## src/rtl/effect_scheduler.sv

```systemverilog
// Time-shares one limiter-style effect unit across four voice channels and
// mixes the processed channels into one saturated 12-bit sample per ready strobe.
module effect_scheduler #(
    parameter int NUM_CH  = 4,
    parameter int TIMEOUT = 15
) (
    input  logic                   clock,
    input  logic                   reset,
    input  logic                   ready,
    input  logic [NUM_CH*12-1:0]   ch_samples,
    input  logic [NUM_CH-1:0]      ch_enable,
    input  logic [NUM_CH*2-1:0]    ch_amount,
    input  logic                   clear_flags,
    output logic                   fx_start,
    output logic [11:0]            fx_sample,
    output logic [1:0]             fx_amount,
    output logic                   fx_enable,
    input  logic [11:0]            fx_result,
    input  logic                   fx_done,
    output logic [11:0]            mixed_sample,
    output logic                   mix_valid,
    output logic                   busy,
    output logic                   timeout_err,
    output logic                   overrun
);

    localparam int IW = (NUM_CH > 1) ? $clog2(NUM_CH) : 1;
    localparam int CW = $clog2(TIMEOUT + 1);

    typedef enum logic [1:0] {
        IDLE  = 2'd0,
        ISSUE = 2'd1,
        WAIT  = 2'd2,
        MIX   = 2'd3
    } state_t;

    state_t             state_q;
    logic [11:0]        samples_q [NUM_CH];
    logic [1:0]         amounts_q [NUM_CH];
    logic [NUM_CH-1:0]  enable_q;
    logic signed [13:0] acc_q;
    logic [IW-1:0]      idx_q;
    logic [CW-1:0]      cnt_q;
    logic               fx_start_q;
    logic [11:0]        fx_sample_q;
    logic [1:0]         fx_amount_q;
    logic               fx_enable_q;
    logic [11:0]        mixed_q;
    logic               mix_valid_q;
    logic               busy_q;
    logic               timeout_err_q;
    logic               overrun_q;

    logic               accept_d;
    logic               last_ch_d;
    logic [CW-1:0]      cnt_d;
    logic               expire_d;
    logic signed [13:0] acc_d;
    logic               set_timeout_d;
    logic               set_overrun_d;

    // Saturate the 14-bit accumulator into the 12-bit signed output range.
    function automatic logic [11:0] clamp12(input logic signed [13:0] a);
        logic [11:0] r;
        if (a > 14'sd2047) begin
            r = 12'h7FF;
        end else if (a < -14'sd2048) begin
            r = 12'h800;
        end else begin
            r = a[11:0];
        end
        return r;
    endfunction

    // Done is ignored on the edge that also carries the start pulse: a level held
    // high from the previous transaction must not be taken as this one's result.
    always_comb begin
        accept_d      = fx_done && !fx_start_q;
        last_ch_d     = (idx_q == IW'(NUM_CH - 1));
        cnt_d         = cnt_q + CW'(1);
        expire_d      = (cnt_d == CW'(TIMEOUT));
        acc_d         = acc_q + $signed({{2{fx_result[11]}}, fx_result});
        set_timeout_d = (state_q == WAIT) && !accept_d && expire_d;
        set_overrun_d = ready && (state_q != IDLE);
    end

    // Scheduler FSM with registered outputs and sticky error flags.
    always_ff @(posedge clock) begin
        if (reset) begin
            state_q       <= IDLE;
            enable_q      <= '0;
            acc_q         <= 14'sd0;
            idx_q         <= '0;
            cnt_q         <= '0;
            fx_start_q    <= 1'b0;
            fx_sample_q   <= 12'd0;
            fx_amount_q   <= 2'd0;
            fx_enable_q   <= 1'b0;
            mixed_q       <= 12'd0;
            mix_valid_q   <= 1'b0;
            busy_q        <= 1'b0;
            timeout_err_q <= 1'b0;
            overrun_q     <= 1'b0;
            for (int i = 0; i < NUM_CH; i++) begin
                samples_q[i] <= 12'd0;
                amounts_q[i] <= 2'd0;
            end
        end else begin
            fx_start_q    <= 1'b0;
            mix_valid_q   <= 1'b0;
            timeout_err_q <= set_timeout_d | (timeout_err_q & ~clear_flags);
            overrun_q     <= set_overrun_d | (overrun_q & ~clear_flags);
            case (state_q)
                IDLE: begin
                    if (ready) begin
                        for (int i = 0; i < NUM_CH; i++) begin
                            samples_q[i] <= ch_samples[i*12 +: 12];
                            amounts_q[i] <= ch_amount[i*2 +: 2];
                        end
                        enable_q    <= ch_enable;
                        acc_q       <= 14'sd0;
                        idx_q       <= '0;
                        state_q     <= ISSUE;
                        busy_q      <= 1'b1;
                        fx_enable_q <= 1'b1;
                    end else begin
                        state_q <= IDLE;
                    end
                end
                ISSUE: begin
                    if (enable_q[idx_q]) begin
                        fx_sample_q <= samples_q[idx_q];
                        fx_amount_q <= amounts_q[idx_q];
                        fx_start_q  <= 1'b1;
                        cnt_q       <= '0;
                        state_q     <= WAIT;
                    end else if (last_ch_d) begin
                        state_q <= MIX;
                    end else begin
                        idx_q   <= idx_q + IW'(1);
                        state_q <= ISSUE;
                    end
                end
                WAIT: begin
                    if (accept_d || expire_d) begin
                        if (accept_d) begin
                            acc_q <= acc_d;
                        end else begin
                            acc_q <= acc_q;
                        end
                        if (last_ch_d) begin
                            state_q <= MIX;
                        end else begin
                            idx_q   <= idx_q + IW'(1);
                            state_q <= ISSUE;
                        end
                    end else begin
                        cnt_q   <= cnt_d;
                        state_q <= WAIT;
                    end
                end
                MIX: begin
                    mixed_q     <= clamp12(acc_q);
                    mix_valid_q <= 1'b1;
                    busy_q      <= 1'b0;
                    fx_enable_q <= 1'b0;
                    state_q     <= IDLE;
                end
                default: begin
                    state_q     <= IDLE;
                    busy_q      <= 1'b0;
                    fx_enable_q <= 1'b0;
                end
            endcase
        end
    end

    assign fx_start     = fx_start_q;
    assign fx_sample    = fx_sample_q;
    assign fx_amount    = fx_amount_q;
    assign fx_enable    = fx_enable_q;
    assign mixed_sample = mixed_q;
    assign mix_valid    = mix_valid_q;
    assign busy         = busy_q;
    assign timeout_err  = timeout_err_q;
    assign overrun      = overrun_q;

endmodule

```

## config.mk

```make
export PLATFORM = sky130hd
export DESIGN_NAME = effect_scheduler
export DESIGN_NICKNAME = d
export VERILOG_FILES = /design/src/rtl/effect_scheduler.sv
export SDC_FILE = /design/constraint.sdc
export NUM_CORES = 1
export LEC_CHECK = 0
export CAP_MARGIN = 20
export CORE_MARGIN = 2
export CORE_UTILIZATION = 65
export DETAILED_ROUTE_END_ITERATION = 12
export DONT_BUFFER_PORTS = 1
export GPL_TIMING_DRIVEN = 1
export PLACE_DENSITY = 0.81
export SLEW_MARGIN = 10
export SYNTH_ARGS = -nofsm -noshare
export SYNTH_HDL_FRONTEND = slang
export SYNTH_SLANG_ARGS = --single-unit
```

## constraint.sdc

```tcl
create_clock -name clock -period 5.7 [get_ports clock]
set_input_delay 0.285 -clock clock [delete_from_list [all_inputs] [get_ports clock]]
set_output_delay 0.285 -clock clock [all_outputs]
set_load 0.05 [all_outputs]
```

Yosys cells after proc, flatten, opt, wreduce, memory -nomap -nowiden
Memories as Yosys holds them, arrays and structs flattened. A register that Yosys moved wholly into a read port is not among the register bits.
Index checks and enable logic that the tools add are counted.
Storage, ports and cells
  register bits after elaboration: 43
  latch bits: 0
  RAM bits: 56
  bits in read-only memories: 0
  input port bits: 77
  output and inout bits: 32
  logic and storage cells: 103
  memories kept: 2
Operators by class
  $add $sub $neg: 3
  multiply operators: 0
  div/mod/pow operators: 0
  $lt $le $gt $ge: 3
  eq/ne operators: 11
  shifts and indexed selects: 0
  muxes and demuxes: 39
  bitwise operators: 14
  reduce and logical (&&, ||, !) cells: 20
Memories
  samples_q: words 4, bits a word 12, read ports 1, clocked after memory_dff 1, write ports 4, line 38  | logic [11:0] samples_q [NUM_CH];
  amounts_q: words 4, bits a word 2, read ports 1, clocked after memory_dff 1, write ports 4, line 39  | logic [1:0] amounts_q [NUM_CH];
Operators by type and width (count)
  $mux 12: 6
  $mux 14: 3
  $pmux 14 s2: 1
  $mux 2: 11
  $add 14x12->14: 1
  $gt 14x12->1 const B: 1
  $lt 14x12->1 const B: 1
  $mux 1: 11
  $ne 2x2->1 const B: 5
  $or 1x1->1: 10
  $mux 4: 2
  $pmux 2 s4: 1
  $pmux 4 s2: 1
  $reduce_and 4->1: 2
  $reduce_bool 2->1: 4
  $eq 2x2->1 const B: 3
  $pmux 2 s3: 1
  $reduce_and 2->1: 3
  $add 4x1->4 const B: 1
  $eq 4x4->1 const B: 1
  $logic_and 1x1->1: 4
  $lt 2x3->1 const B: 1
  $reduce_and 3->1: 1
  $reduce_bool 3->1: 1
  other kinds (11): 14

Logic depth before layout (Yosys ltp)
Gate-level depths: netlist of the first run.
  depth after elaboration: 6
  gate-level depth with buffers: 10
  mapped depth without buffers: 10

Worst setup path before layout of the first run
Ideal clock, no wire load.
  path type: register to register
  start: register state_q[0]
  end: memory amounts_q[0][0], enable pin
  arrival time: 1.822 ns
  data required time: 5.061 ns
  path slack: 3.239 ns
  stages on the path, launching flop included: 6
  path buffers: 1
  period minus slack after synthesis: 2.461 ns
  path through: dfxtp_1 inv_1 ha_1 buf_2 nand2_1 nand2_1
RTL lines
  start, declared: line 37  | state_t state_q;
  start signal, assigned: line 90  | state_q <= IDLE;
  start signal, assigned: line 123  | state_q <= ISSUE;
  start signal, assigned: line 127  | state_q <= IDLE;
  end, declared: line 39

Final worst setup path of the first run
  start: register idx_q[1]
  end: register state_q[1]
On the way
  longest elaborated chain between the ends: 4
  elaborated cells on any way between the ends: 7
Ends and longest elaborated chain
  start, declared: line 42  | logic [IW-1:0] idx_q;
  start signal, assigned: line 140  | idx_q <= idx_q + IW'(1);
  start signal, assigned: line 154  | idx_q <= idx_q + IW'(1);
  $bmux 1 s2 or $eq 2x2->1 (tied branches): line 131, 79
  $mux 1 (implied by the code) or $mux 2 (tied branches): line 131, 137, 151
  $mux 2, on equally long branches: line 131, 145
  $pmux 2 s4 *: line 113  | case (state_q)
  end signal, assigned: line 123
  end signal, assigned: line 136  | state_q <= WAIT;
  end signal, assigned: line 138  | state_q <= MIX;
Mark *: on every way between the ends. The rest lies on a longest branch, timed or not. The select of a mux whose other input is x is not followed.
A chain may end at the register's enable or synchronous reset.

==> reports/summary.txt, run 1 <==
Final ANT Viol Nets = 0
Total track usage = 32.7%
Met2 Use GR = 54.7%
Vias in the first global route = 4,204
Met1 global-route usage = 38.5%
Final hold vios = 0
Crit Path Class = flop to flop
Clock Power Share = 49.2%
WL/cell = 20.3 um
Share of cells above drive strength 1 = 11.0%
Fmax = 0.409 GHz
Largest net degree at the start of global routing = 57
FFs w/ async S/R, synth = 0%
Worst-skew pair later-pin latency = 0.53 ns
# H-tree levels = 4
Max-Slew Margin vs Limit = 27.9%
Gates resized, CTS repair = 0
R2R Setup Slk = 3.25 ns
Reg-to-reg startpoint = idx_q[1]
VDD IR max = 0.285 mV
Num rows = 32
Area Overhead vs Synth = 24.0%
I/O pins = 109
Die span in y = 94.4 um
FILL cells = 362
IO buf count = 0
Worst-path fanout max = 17
Min Tclk post-route = 2.45 ns
Synth area leaders = edfxtp_1 (32%), dfxtp_1 (21%), and2_1 (6.7%)
CP required = 6.10 ns
Max-slew violations = 0
Distinct cells, synth = 53
Area leader, netlist = edfxtp_1
Final instance area = 6590 um2
Synth Net Count = 590
Post-CTS Setup Bufs = 0
Global-route wire length before repair = 21,500 um
Die W = 94.4 um
Mapped Cells = 492
Cts hold-fix bufs = 65
CTS Buffer Depth = 2
Post-synth EDFFs = 56
TritonCTS clock tree = yes
Max cap viols = 0
Status = completed
Register area = 2820 um2
Main synth FF type = dfxtp_1
Post-route clock period utilization = 42.9%
Top Usage Layer GRT = met2
Fin nets = 650
Via density = 6.17
Design Power = 2130 uW
Clock Sinks = 113
Clk_skew = 0.0137 ns
Post-synthesis sequential area ratio = 53.1%
Gr ovfl total = 0
Worst-margin pin slew = 1.08 ns
Synth Cell Area = 5310 um2
Final Wtd Congestion = 0.852
Crit path DAT = 2.84 ns
Synthesized flop and latch total = 113
DRC = 0
Worst r2r dst = state_q[1]
Num CTS Buffers = 17
Final setup margin = 3.25 ns
Crit start category = flop
Starting density of the core = 68.0%
Mapped Avg Cell Area = 10.8 um2
Multi-input gate area = 2320 um2
LEAKAGE = 0.00247 uW
Hold EP = acc_q[13]
R2R cell count = 4
Antenna diode count = 0
Router iterations before antenna repair = 4
Die ar. = 8910 um2
CTS root buf = clkbuf_8
Pwr/cell area = 323 nW/um2
CP Capture Type = flop
Final setup fails = 0
Initial antenna violation count = 0
P_sw = 516 uW
Int Power = 1610 uW
Post-DP HPWL = 6740 um
Reg clk slew, reported paths = 0.06 ns
Routing usage on met3 = 10.9%
Initial DRC Count = 360
Sw frac = 24.3%
Routed wire length = 13,600 um
Area fraction of the dominant cell type after synthesis = 31.7%
Post-layout util = 84.4%
Synth top cells by count = and2_1 (57), dfxtp_1 (57), edfxtp_1 (56)
Hold path cells = 3
Hold Path Origin = reset
Placed instance area = 5340 um2
Critical path startpoint = idx_q[1]
Worst hold path class = input pin to flop
Seq pwr share = 43.5%
Setup TNS = 0 ns
Comb pwr share = 7.3%
Synth warnings = 0
CORE AREA = 7810 um2
Pre-CTS setup slack = 3.48 ns
Unrepaired setup endpoints after global routing = false
Via count = 4,118
==> through the flow <==
stage | std cells | hold WS [ns]
after floorplan | 492 | 0.432
after global placement | 570 | 0.359
after detailed placement | 570 | 0.361
after CTS | 667 | 0.00601
after global routing | 667 | 0.0335
final | 667 | 0.0201
==> state kept, by name, summed over array words and instances, names as in the netlist <==
register	count
fx_amount	2
mix_valid	1
samples_q	48
fx_start	1
acc_q	14
amounts_q	8
overrun	1
mixed_sample	12
fx_sample	12
state_q	2
cnt_q	4
idx_q	2
busy	1
timeout_err	1
enable_q	4
==> worst max path at each step <==
stage	endpoint	slack, ns
3_3_place_gp	state_q[1]	3.53
3_5_place_dp	state_q[1]	3.48
4_1_cts	state_q[1]	3.40
2_1_floorplan	amounts_q[0][0]	3.24
5_1_grt	mixed_sample[6]	3.18
6_report	state_q[1]	3.25
==> cells in the final DEF (no fill, tap or decap), types with 2 or more instances in the layout <==
master,count
o21ai_1,7
nand2_1,50
bufinv_16,2
clkbuf_16,16
clkinv_4,4
dlygate4sd3_1,64
inv_6,3
ha_1,20
nand2b_1,19
a21oi_1,47
a31o_1,2
and2_1,57
edfxtp_1,56
buf_4,3
nand2_2,2
a21boi_1,3
mux4_2,15
mux2i_1,4
xnor2_1,7
a32oi_1,2
nand3_1,13
o21ai_0,16
xor2_1,3
nor2_2,2
nor2_1,25
dfxtp_1,57
a21o_1,3
nor3_1,5
o21a_1,2
clkinvlp_4,4
inv_1,14
nor2b_1,5
nor3b_1,2
a22oi_1,5
nand3b_1,2
clkbuf_8,2
==> kinds of logic after synthesis <==
kind of cell	after synthesis	share of synthesized area [%]
mux	19	7.11
buf+inv	41	3.32
simple gates	189	18.4
compound gates	99	11.3
xor+xnor	10	1.65
flops	113	53.1
fa+ha+maj	21	5.09
==> area by class of cell <==
type | count | area share [%]
repair buffers | 68 | 10.4
flip-flops and latches | 113 | 42.8
clock inverters | 14 | 2.37
multi-input cells | 338 | 35.2
well taps | 102 | 1.94
clock buffers | 18 | 6.49
inverters | 14 | 0.798
==> worst max-delay path, cell delays in order, from the launching register on <==
cell	delay, ns
dfxtp_1	0.86
mux4_2	0.40
and2_1	0.54
nor3_1	0.15
nor4_1	0.36
==> power by group through the flow <==
stage | registers [uW] | clock network [uW] | logic, uW
final | 925 | 1050 | 155
after global routing | 927 | 1090 | 168
after CTS | 921 | 1040 | 145
after detailed placement | 937 | 0 | 102
after global placement | 935 | 0 | 100
after floorplan | 930 | 0 | 96.5
==> per-layer routing <==
metal	routed length (um)	part of all wire (%)	vias up
met2	6900	51	291
met4	458	3.4	0
met5	0	0	-
met3	1300	9.6	50
met1	4910	36	1922
li1	-	-	1855
Power figures use the tool's default switching activity.
==> run 2, diff against run 1 <==
- ABC_AREA: unset -> 1
- CORE_UTILIZATION: 65 -> 63
- PLACE_DENSITY: 0.81 -> 0.79
- clock period: 5.7 -> 2.5 ns (I/O delays scaled with it)
==> run 2 against run 1 <==
Power rose by 130%. Worst hold slack improved by 0.020 ns. Clock power rose by 120%. Die area rose by 8.6%.
==> reports/summary.txt, run 2 <==
Post-DP HPWL = 8280 um (+23%)
FFs w/ async S/R, synth = 0% (unchanged)
Initial antenna violation count = 0 (unchanged)
Worst-margin pin slew = 0.586 ns (-0.494 ns)
Crit Path Class = flop to flop
CTS root buf = clkbuf_8
CP required = 2.95 ns (-3.15 ns)
Crit-path cells = inv_1 > ha_1 > nand3_1 > dlygate4sd3_1 > a21oi_1 > dlygate4sd3_1
Worst-skew pair later-pin latency = 0.51 ns (-0.02 ns)
Area leader, netlist = edfxtp_1
Worst hold path class = input pin to flop
Share of cells above drive strength 1 = 7.02% (-3.9 points)
Status = completed
Synth Cell Area = 5610 um2 (+5.6%)
Largest net degree at the start of global routing = 57 (unchanged)
Via density = 5.49 (-11%)
Setup TNS = 0 ns (unchanged)
Main synth FF type = dfxtp_1
Largest delay share family, worst path = buffers and inverters
Placed instance count = 783 (+37%)
CP Buf/Inv Count = 3 (+3)
Area fraction of the dominant cell type after synthesis = 30.0% (-1.7 points)
Synth area leaders = edfxtp_1 (30%), dfxtp_1 (20%), nor2_1 (9.8%)
Max cap viols = 0 (unchanged)
Via count = 4,896 (+19%)
# H-tree levels = 4 (unchanged)
Initial DRC Count = 315 (-13%)
Hold_ws = 0.0401 ns (+0.0199 ns)
Synth warnings = 0 (unchanged)
Top reg by flops = samples_q
Vias in the first global route = 5,022 (+19%)
Post-route clock period utilization = 96.5% (+54 points)
VDD IR max = 0.482 mV (+69%)
Max-slew violations = 0 (unchanged)
WL/cell = 16.4 um (-19%)
I/O pins = 109 (unchanged)
Starting density of the core = 64.6% (-3.4 points)
Fmax = 0.415 GHz (+1.5%)
TritonCTS clock tree = yes
DRC = 0 (unchanged)
Mapped Cells = 697 (+42%)
Crit start category = flop
Post-CTS Setup Bufs = 0 (unchanged)
Max reg flops = 48 (unchanged)
Fin nets = 868 (+34%)
Critical path depth = 6 (+2)
Final setup fails = 0 (unchanged)
CTS Buffer Depth = 2 (unchanged)
Commonest non-fill, non-tap cell in the layout = nor2_1
Die span in y = 98.4 um (+4.2%)
FILL cells = 519 (+43%)
Slowest cell on crit path = dlygate4sd3_1
Design Power = 4940 uW (+130%)
Routed wire length = 14,600 um (+7.7%)
Worst-path fanout max = 10 (-7)
Placed instance area = 5690 um2 (+6.5%)
Reg clk slew, reported paths = 0.06 ns (about the same)
Min Tclk post-route = 2.41 ns (-0.0358 ns)
Mapped Avg Cell Area = 8.05 um2 (-25%)
Post-synthesis sequential area ratio = 50.3% (-2.8 points)
Final Wtd Congestion = 0.905 (+6.2%)
Area Overhead vs Synth = 25.6%
Pwr/cell area = 701 nW/um2 (+120%)
Gr ovfl total = 0 (unchanged)
Final hold vios = 0 (unchanged)
Final ANT Viol Nets = 0 (unchanged)
Antenna diode count = 0 (unchanged)
Unrepaired setup endpoints after global routing = false
Non-filler cells, final = 891 (+34%)
Die W = 98.4 um (+4.2%)
CP Capture Type = flop
Crit path DAT = 2.86 ns (+0.02 ns)
Biggest regs = samples_q x48, acc_q x14
LEAKAGE = 0.00327 uW (+33%)
Synth top cells by count = nor2_1 (146), nand2_1 (123), inv_1 (108)
Router iterations before antenna repair = 5 (+1)
Hold path cells = 4 (+1)
R2R cell count = 6 (+2)
Num CTS Buffers = 17 (unchanged)
CORE AREA = 8680 um2 (+11%)
Post-synth EDFFs = 56 (unchanged)
Synth Net Count = 795 (+35%)
Num rows = 34 (+6.3%)
Most frequent cells in the layout = nor2_1 (146), nand2_1 (122), inv_1 (108)
Delay of the slowest critical-path stage = 0.60 ns (-0.26 ns)
Synthesized flop and latch total = 113 (unchanged)
CP most frequent cell = dlygate4sd3_1
Total track usage = 31.3% (-1.4 points)
Clock Sinks = 113 (unchanged)
Max-Slew Margin vs Limit = 60.8% (+33 points)
IO buf count = 0 (unchanged)
Die ar. = 9680 um2 (+8.6%)
Global-route wire length before repair = 23,700 um (+10%)
Clk_skew = 0.0116 ns (-0.00212 ns)
Final instance area = 7050 um2 (+6.9%)
Most common cell in the netlist = nor2_1
Distinct cells, synth = 31 (-42%)
==> run 2: logic make-up (layout without fill, tap and decap cells) <==
family | count (synthesis) | after routing | synth area share [%]
AO/OA/AOI/OAI | 96 | 96 | 9.66
multiplexers | 14 | 14 | 2.50
AND/OR/NAND/NOR | 311 | 311 | 22.4
buffers and inverters | 140 | 226 | 9.97
XOR/XNOR | 2 | 2 | 0.312
adder cells (fa/ha/maj) | 21 | 21 | 4.82
flip-flops | 113 | 113 | 50.3
==> run 2: report_power, final <==
part	total, uW	internal, uW	switching [uW]
logic	478	201	277
clock network	2340	1450	887
registers	2120	2050	70.7
==> run 2: timing repair <==
item	CTS	global route
setup endpoints to repair	0	1
hold endpoints to repair	113	0
hold buffers	76	0
resized for setup	0	1
==> run 2: path summary, 6_finish.rpt <==
kind	startpoint	endpoint	slack (ns)
worst min register to register	acc_q[11]	acc_q[11]	0.51
worst max register to register	state_q[0]	enable_q[1]	0.09
worst max-delay path	state_q[0]	enable_q[1]	0.09
worst min-delay path	fx_result[2]	acc_q[2]	0.04
==> run 2: layout make-up <==
cell class / instances / area [um2] / area share (%)
sequential: 113 / 2820 / 40.1
multi-input combinational: 444 / 2240 / 31.8
timing repair buffer: 83 / 848 / 12.0
clock buffer: 18 / 428 / 6.07
inverter: 111 / 418 / 5.93
clock inverter: 14 / 154 / 2.18
tap: 108 / 135 / 1.92
==> run 2: metal layers <==
metal  vias up  GRT usage (%)  share of wire (%)
met5         -              0                  0
met4         0           14.0                3.0
met3        44           7.80                6.8
met2       216           56.7                 52
met1      2250           34.6                 38
li1       2386              -                  -
==> run 2: per-stage QoR <==
| step | utilization (%) | setup slack (ns) |
|---|---|---|
| floorplan | - | 0.0692 |
| detailed placement | 65.6 | 0.507 |
| global route | 81.2 | 0.0286 |
| finish | 81.2 | 0.0883 |
| CTS | 81.1 | 0.246 |
| global placement | 65.6 | 0.535 |
==> run 2: worst min-delay path: stages <==
cell and delay [ns]:
ha_1 0.17, xnor2_1 0.08, nand2_1 0.06, a21oi_1 0.05
